**config.mk**
```make
export PLATFORM = sky130hd
export DESIGN_NAME = hazard_controller
export DESIGN_NICKNAME = d
export VERILOG_FILES = /design/src/rtl/mips_pkg.sv /design/src/rtl/load_use_detect.sv /design/src/rtl/hazard_controller.sv
export SDC_FILE = /design/constraint.sdc
export NUM_CORES = 1
export LEC_CHECK = 0
export ABC_AREA = 1
export BUFFER_PORTS_ARGS = -buffer_cell sky130_fd_sc_hd__buf_4
export CELL_PAD_IN_SITES_DETAIL_PLACEMENT = 0
export CELL_PAD_IN_SITES_GLOBAL_PLACEMENT = 1
export CORE_ASPECT_RATIO = 1.25
export CORE_UTILIZATION = 32
export DETAILED_ROUTE_END_ITERATION = 6
export PLACE_DENSITY = 0.78
export SETUP_SLACK_MARGIN = 0.05
export SYNTH_ARGS = -nofsm -noshare
export SYNTH_HDL_FRONTEND = slang
export SYNTH_HIERARCHICAL = 1
export SYNTH_SLANG_ARGS = --single-unit
```
**constraint.sdc**
```tcl
create_clock -name clk -period 1.8 [get_ports clk]
set_input_delay 0.18 -clock clk [delete_from_list [all_inputs] [get_ports clk]]
set_output_delay 0.18 -clock clk [all_outputs]
set_load 0.03 [all_outputs]
```
**src/rtl/mips_pkg.sv**
```systemverilog
// mips_pkg
//   Definitions shared by the MIPS control decoder and the hazard controller:
//   opcode constants, the register-index width and the hazard FSM state type.
//   reads_rt() tells whether an opcode uses its rt field as a source operand.
package mips_pkg;

  localparam int REG_W = 5;
  localparam int OP_W  = 6;

  localparam logic [OP_W-1:0] OP_RTYPE = 6'd0;
  localparam logic [OP_W-1:0] OP_LW    = 6'd35;
  localparam logic [OP_W-1:0] OP_SW    = 6'd43;
  localparam logic [OP_W-1:0] OP_BEQ   = 6'd4;

  typedef enum logic [1:0] {
    ST_RUN      = 2'd0,
    ST_MEM_WAIT = 2'd1,
    ST_TIMEOUT  = 2'd2
  } hazard_state_t;

  // R-type, sw and beq read rt; every other opcode (lw, addi, ...) writes it
  // or ignores it, so an rt match there is not a real dependency.
  function automatic logic reads_rt(input logic [OP_W-1:0] op);
    return (op == OP_RTYPE) || (op == OP_SW) || (op == OP_BEQ);
  endfunction

endpackage

```
**src/rtl/load_use_detect.sv**
```systemverilog
// load_use_detect
//   Combinational load-use compare between the lw in EX and the instruction
//   in ID.
//   Inputs : idExMemRead, idExRt  - lw in EX and its destination register
//            ifIdRs, ifIdRt       - source registers of the instruction in ID
//            ifIdOpCode           - opcode of the instruction in ID
//   Output : hazard               - the ID instruction needs the lw result now
module load_use_detect
  import mips_pkg::*;
(
  input  logic             idExMemRead,
  input  logic [REG_W-1:0] idExRt,
  input  logic [REG_W-1:0] ifIdRs,
  input  logic [REG_W-1:0] ifIdRt,
  input  logic [OP_W-1:0]  ifIdOpCode,
  output logic             hazard
);

  logic rs_match;
  logic rt_match;

  // $zero is never a real dependency.
  assign rs_match = (idExRt == ifIdRs);
  assign rt_match = (idExRt == ifIdRt) && reads_rt(ifIdOpCode);
  assign hazard   = idExMemRead && (idExRt != '0) && (rs_match || rt_match);

endmodule

```
**src/rtl/hazard_controller.sv**
```systemverilog
// hazard_controller
//   Pipeline hazard/stall controller for the five-stage MIPS core. Resolves
//   data-memory waits (freeze, with timeout), taken-beq flushes and load-use
//   stalls, in that priority order. Outputs are Mealy: combinational from the
//   FSM state and the current inputs.
//   Parameters: MEM_TIMEOUT - max MEM_WAIT cycles before the sticky fault
//               CNT_W       - width of the optional performance counters
//   Inputs : clk, reset (synchronous, active high), ifIdRs/ifIdRt/ifIdOpCode,
//            idExMemRead/idExRt, exBranchTaken, memReq, memReady
//   Outputs: pcWrite, ifIdWrite, stallSignal, ifIdFlush, idExFlush,
//            exMemHold, memTimeout
//   Build option: define HAZARD_PERF_EN to add the stallCount / flushCount
//   saturating counters and their output ports.
module hazard_controller
  import mips_pkg::*;
#(
  parameter int MEM_TIMEOUT = 255,
  parameter int CNT_W       = 32
) (
  input  logic             clk,
  input  logic             reset,
  input  logic [REG_W-1:0] ifIdRs,
  input  logic [REG_W-1:0] ifIdRt,
  input  logic [OP_W-1:0]  ifIdOpCode,
  input  logic             idExMemRead,
  input  logic [REG_W-1:0] idExRt,
  input  logic             exBranchTaken,
  input  logic             memReq,
  input  logic             memReady,
  output logic             pcWrite,
  output logic             ifIdWrite,
  output logic             stallSignal,
  output logic             ifIdFlush,
  output logic             idExFlush,
  output logic             exMemHold,
  output logic             memTimeout
`ifdef HAZARD_PERF_EN
  ,
  output logic [CNT_W-1:0] stallCount,
  output logic [CNT_W-1:0] flushCount
`endif
);

  localparam int WAIT_W = $clog2(MEM_TIMEOUT);
  localparam logic [WAIT_W-1:0] WAIT_LAST = WAIT_W'(MEM_TIMEOUT - 1);

  hazard_state_t     state_q, state_d;
  logic [WAIT_W-1:0] wait_cnt_q, wait_cnt_d;

  logic load_use;
  logic freeze;

  load_use_detect u_load_use_detect (
    .idExMemRead (idExMemRead),
    .idExRt      (idExRt),
    .ifIdRs      (ifIdRs),
    .ifIdRt      (ifIdRt),
    .ifIdOpCode  (ifIdOpCode),
    .hazard      (load_use)
  );

  assign freeze = memReq && !memReady;

  always_comb begin
    state_d     = state_q;
    wait_cnt_d  = wait_cnt_q;
    pcWrite     = 1'b1;
    ifIdWrite   = 1'b1;
    stallSignal = 1'b0;
    ifIdFlush   = 1'b0;
    idExFlush   = 1'b0;
    exMemHold   = 1'b0;
    memTimeout  = 1'b0;

    if (reset) begin
      // Hold the front end and bubble ID/EX while the core comes out of reset.
      pcWrite     = 1'b0;
      ifIdWrite   = 1'b0;
      stallSignal = 1'b1;
    end else begin
      unique case (state_q)
        ST_RUN: begin
          if (freeze) begin
            pcWrite    = 1'b0;
            ifIdWrite  = 1'b0;
            exMemHold  = 1'b1;
            state_d    = ST_MEM_WAIT;
            wait_cnt_d = '0;
          end else if (exBranchTaken) begin
            // ID holds a wrong-path instruction, so its load-use is moot.
            ifIdFlush = 1'b1;
            idExFlush = 1'b1;
          end else if (load_use) begin
            pcWrite     = 1'b0;
            ifIdWrite   = 1'b0;
            stallSignal = 1'b1;
          end
        end
        ST_MEM_WAIT: begin
          // Branch and load-use sources are frozen; they are seen again in RUN.
          pcWrite   = 1'b0;
          ifIdWrite = 1'b0;
          exMemHold = 1'b1;
          if (memReady) begin
            state_d    = ST_RUN;
            wait_cnt_d = '0;
          end else if (wait_cnt_q == WAIT_LAST) begin
            state_d = ST_TIMEOUT;
          end else begin
            wait_cnt_d = wait_cnt_q + WAIT_W'(1);
          end
        end
        ST_TIMEOUT: begin
          pcWrite    = 1'b0;
          ifIdWrite  = 1'b0;
          exMemHold  = 1'b1;
          memTimeout = 1'b1;
        end
        default: begin
          state_d    = ST_RUN;
          wait_cnt_d = '0;
        end
      endcase
    end
  end

  always_ff @(posedge clk) begin
    if (reset) begin
      state_q    <= ST_RUN;
      wait_cnt_q <= '0;
    end else begin
      state_q    <= state_d;
      wait_cnt_q <= wait_cnt_d;
    end
  end

`ifdef HAZARD_PERF_EN
  logic [CNT_W-1:0] stall_count_q, stall_count_d;
  logic [CNT_W-1:0] flush_count_q, flush_count_d;

  always_comb begin
    stall_count_d = stall_count_q;
    flush_count_d = flush_count_q;
    if (!pcWrite && (stall_count_q != '1)) begin
      stall_count_d = stall_count_q + CNT_W'(1);
    end
    if (idExFlush && (flush_count_q != '1)) begin
      flush_count_d = flush_count_q + CNT_W'(1);
    end
  end

  always_ff @(posedge clk) begin
    if (reset) begin
      stall_count_q <= '0;
      flush_count_q <= '0;
    end else begin
      stall_count_q <= stall_count_d;
      flush_count_q <= flush_count_d;
    end
  end

  assign stallCount = stall_count_q;
  assign flushCount = flush_count_q;
`endif

endmodule

```
# Word level (Yosys, flattened, before mapping)
# Index checks and enable logic that the tools add are counted.
# classes
add_sub_neg,1
eq_ne,10
n_mux,27
n_bitwise,1
n_reduce_logical,14
# ops
operator,n
$mux W8,3
$pmux W8 S3,1
$mux W1,17
$eq A5 B5 Y1,2
$add A8 B1 Y8 const B,1
$eq A8 B8 Y1 const B,1
$eq A6 B3 Y1 const B,1
$eq A6 B6 Y1 const B,1
$logic_not A6 Y1,1
$mux W2,3
$ne A3 B3 Y1 const B,2
$pmux W2 S3,1
$reduce_and A3 Y1,2
$reduce_bool A5 Y1,1
$logic_and A1 B1 Y1,4
$pmux W1 S2,2
$logic_or A1 B1 Y1,3
$eq A2 B1 Y1 const B,1
$eq A2 B2 Y1 const B,1
$logic_not A2 Y1,1
$ne A2 B2 Y1 const B,1
$reduce_or A2 Y1,1
$logic_not A1 Y1,1
$not A1 Y1,1
# totals
regBits,10
input_bits,27
out_inout_bits,7
word_cells,55

# Logic depth before layout (Yosys ltp)
# logic_depth
depth_word,11
mapped_depth,12
mapped_depth_nobuf,11

# Hierarchy
# Netlist, hierarchy kept.
# modules_own_cells
mod,n_inst,cells_per_inst,area_per_inst_um2,seq_area_each_um2
hazard_controller,1,114,742.0,200.2
load_use_detect,1,60,246.5,0.0

# Worst setup path after synthesis
# Ideal clock, no wire load.
# synth_path
path_kind,flip-flop to output port
startpoint,register state_q[0]
endpoint,output port ifIdFlush
arrival_time_ns,1.714
required_time_ns,1.620
slack_ns,-0.094
path_stages_with_launch,6
n_path_buf,1
path_cell_list,dfxtp_1 inv_1 ha_1 nand2_1 nor3_1 buf_4
# synth_via
elab_chain_len,3
# synth_lines
item,line_no,rtl
start: declaration,hazard_controller.sv:47,"hazard_state_t state_q, state_d;"
start signal: assignment,hazard_controller.sv:132,state_q <= state_d;
$logic_not A2 Y1,-,
$mux W1 (2 in series),-,
end: declaration,hazard_controller.sv:33,"output logic ifIdFlush,"
# Every way passes these cells.

# Final worst setup path
# layout_path
startpoint,register state_q[1]
endpoint,output port ifIdWrite
# layout_via
elab_chain_len,4
word_cells_on_any_way,6
cone_classes,eq/ne (2); mux (2); reduce/logical (2)
# layout_lines
item,line_no,rtl
$eq A2 B1 Y1 or $eq A2 B2 Y1 (tied branches),hazard_controller.sv:81,unique case (state_q)
$reduce_or A2 Y1 (no line),-,
$pmux W1 S2 *,hazard_controller.sv:81,
$mux W1 *,hazard_controller.sv:75,if (reset) begin
end: declaration,hazard_controller.sv:31,"output logic ifIdWrite,"
# Every way passes the cells marked *; elsewhere a longest branch is shown, timed or not.

==> results summary <==
The worst setup path is captured at an output port. The placeable core area came out at 0.00295 mm². Summing every instance area after synthesis gives 988 µm². The worst max-slew margin expressed relative to the limit is 82.0%. The tree built by TritonCTS fans out to 10 sinks.

The cell row count came out at 22. The path class of the tightest hold or removal check is input port to flip-flop. The number of warnings printed during yosys synthesis came out at 6. The die covers 0.00332 mm². In this run the power density over the cells is 515 mW/mm². The cell count after synthesis came out at 174. The critical setup path kind is flip-flop to output port. The maximum level of the CTS H-tree came out at 1.

STA classifies the critical path startpoint as a flip-flop. The detail route stage leaves a number of antenna-violating nets equal to 0. Setup total negative slack on the finished layout was measured at 0 ns. Global routing consumed, over all layers together, 14.9% of the routing resources. The final route contains 1124 vias. The aggregate global routing overflow came out at 0. Dividing the final minimum period by the clock period gives 92.6%. The max capacitance violation total is 0. Subtracting the final worst setup slack from the clock period gives 1.67 ns. The sequential area share after synthesis is 20.3%. The design draws 685 µW.

The number of antenna diodes is 0. The number of antenna violations at the first check in global routing is 0. The count of pins over their slew limit came to 0.

Cells with a size suffix above 1 make up 27.6% of the layout. TritonCTS built the clock tree. The post-detailed-route via-to-cell ratio came out at 4.57. After the last flow step, the layout net total stands at 244. The worst voltage drop across the vdd grid came out at 256 µV. The leading cell type in the layout, fill and taps excluded is nand2_1. Fill cells in the final layout number 336.

The multi-input logic area is 652 µm². The run finished with clean final reports. The number of clock buffers added by TritonCTS is 3. The number of detailed-routing iterations run before antenna repair is 3. The iteration-0 DRC count of the detailed router came out at 10. The number of flip-flops and latches in the synthesized netlist is 10.

The standby leakage power is 0.681 nW. The number of different library cells in the post-synthesis netlist came out at 24. STA puts the critical path data arrival time at 1.49 ns. The maximum number of pins on one net before global-route repair is 9. In the layout the commonest cells are nand2_1 (49), buf_4 (34), inv_1 (31). The required time at the endpoint of the critical path is 1.62 ns. The hold violation count in the final report is 0. Dividing the detail-routed wire length by the instance count gives 9.37 µm. The half-perimeter wire length after detailed placement came out at 1970 µm. The slew of the pin with the lowest slew margin came out at 0.267 ns. In this run the worst path has a maximum fanout of 3. The final weighted congestion in routability-driven placement is 0.838. The tree is rooted in a clkbuf_4. The number of hold buffers added after CTS was 0.

The horizontal die dimension is 51.7 µm. The final worst clock skew is 0.00379 ns. Derived from the worst setup path, the maximum achievable clock frequency is 600 MHz. The total wire length is 2310 µm. The via count of the first global-routing pass was 984. The count of input and output buffers is 33. The final number of setup-violating endpoints came out at 0. In this run the mean area of a mapped cell was 5.68 µm². Compared with the post-synthesis result, the final layout area differs by 34.6%. Setup repair after global routing left no endpoint under its margin. The total nets after synthesis came out at 207. The utilization after layout came out at 45.2%. The initial core utilization is 33.6%. After detailed routing, the number of remaining DRC violations is 0.

The CTS clock-pin slew for the worst setup and hold paths came out at 0.07 ns. Summing all flip-flop and latch instances after layout gives 203 µm². Clock latency on the worst-skew pair, taken at its later pin, is 0.27 ns. The total I/O pin count came out at 34. The first global-routing pass estimated 3830 µm of wire. The maximum buffer depth of the clock tree is 2. The height of the die came out at 64.1 µm.
[cell usage after synthesis]
library cell / instances / area share, %
a21oi_1: 7 / 3.5
a21oi_4: 1 / 1.6
buf_4: 2 / 1.5
buf_6: 1 / 1.1
dfxtp_1: 10 / 20
ha_1: 6 / 7.6
inv_1: 31 / 12
inv_2: 3 / 1.1
nand2_1: 50 / 19
nand2_2: 2 / 1.3
nand2_4: 1 / 1.1
nand3_1: 12 / 6.1
nand3_4: 1 / 1.8
nand3b_1: 1 / 0.76
nand4_1: 2 / 1.3
nor2_1: 29 / 11
nor2_2: 1 / 0.63
nor2_4: 1 / 1.1
nor3_1: 3 / 1.5
o21ai_0: 5 / 2.5
o21ai_1: 1 / 0.51
o21bai_1: 1 / 0.76
o31ai_1: 1 / 0.76
or2_2: 2 / 1.3
[area by class of cell]
cell class,instances,share of cell area [%]
clock buffers,4,2.73
inverters,34,9.60
multi-input cells,127,49.0
flip-flops and latches,10,15.2
well taps,36,3.39
repair buffers,35,20.0
[routing by layer]
metal | GRT usage (%) | routed length (µm) | part of all wire, % | up-vias
met5 | 0 | 0 | 0 | -
met4 | 6.76 | 34 | 1.5 | 0
met3 | 1.43 | 54 | 2.3 | 4
met2 | 29.5 | 1280 | 55 | 18
met1 | 14.6 | 942 | 41 | 501
li1 | - | - | - | 601
[stage by stage]
step / worst slack [ns] / std cells / hold WS [ns] / area, µm²
floorplan: 0.178 / 174 / 0.249 / 997
global placement: 0.276 / 241 / 0.420 / 1270
detailed placement: 0.248 / 241 / 0.419 / 1270
CTS: 0.0595 / 245 / 0.132 / 1310
global route: 0.0594 / 246 / 0.135 / 1330
finish: 0.134 / 246 / 0.138 / 1330
[final timing paths]
| check | startpoint | depth (start not counted) | endpoint | slack (ns) |
|---|---|---|---|---|
| worst max-delay path | state_q[1] | 6 | ifIdWrite | 0.13 |
| worst min-delay path | reset | 2 | wait_cnt_q[1] | 0.14 |
| worst max register to register | state_q[1] | 8 | wait_cnt_q[7] | 0.36 |
| worst min register to register | state_q[0] | 2 | state_q[0] | 0.52 |
[flip-flops by register name, summed over array words and instances, names as in the netlist]
signal      flops
wait_cnt_q      8
state_q         2
[power by group]
| group | total (mW) | switching, mW | internal, mW |
|---|---|---|---|
| Combinational | 0.242 | 0.137 | 0.105 |
| Clock | 0.211 | 0.0876 | 0.123 |
| Sequential | 0.232 | 0.00539 | 0.227 |
[worst max-delay path, stage by stage (launching register included)]
cell and delay, ns:
dfxtp_2 0.33, inv_1 0.10, ha_2 0.28, inv_1 0.09, nand2_2 0.07, a21oi_2 0.16, buf_4 0.18
[kinds of logic after synthesis]
group,synth area share (%)
DFF,20.3
buffers and inverters,15.6
AOI/OAI and AO/OA,9.75
and+or+nand+nor,46.8
adders and majority gates,7.59
[repair_timing]
action	4_1_cts	5_1_grt
resized for setup	0	6
setup buffers	0	1
setup endpoints to repair	0	3
Power figures use the tool's default switching activity.
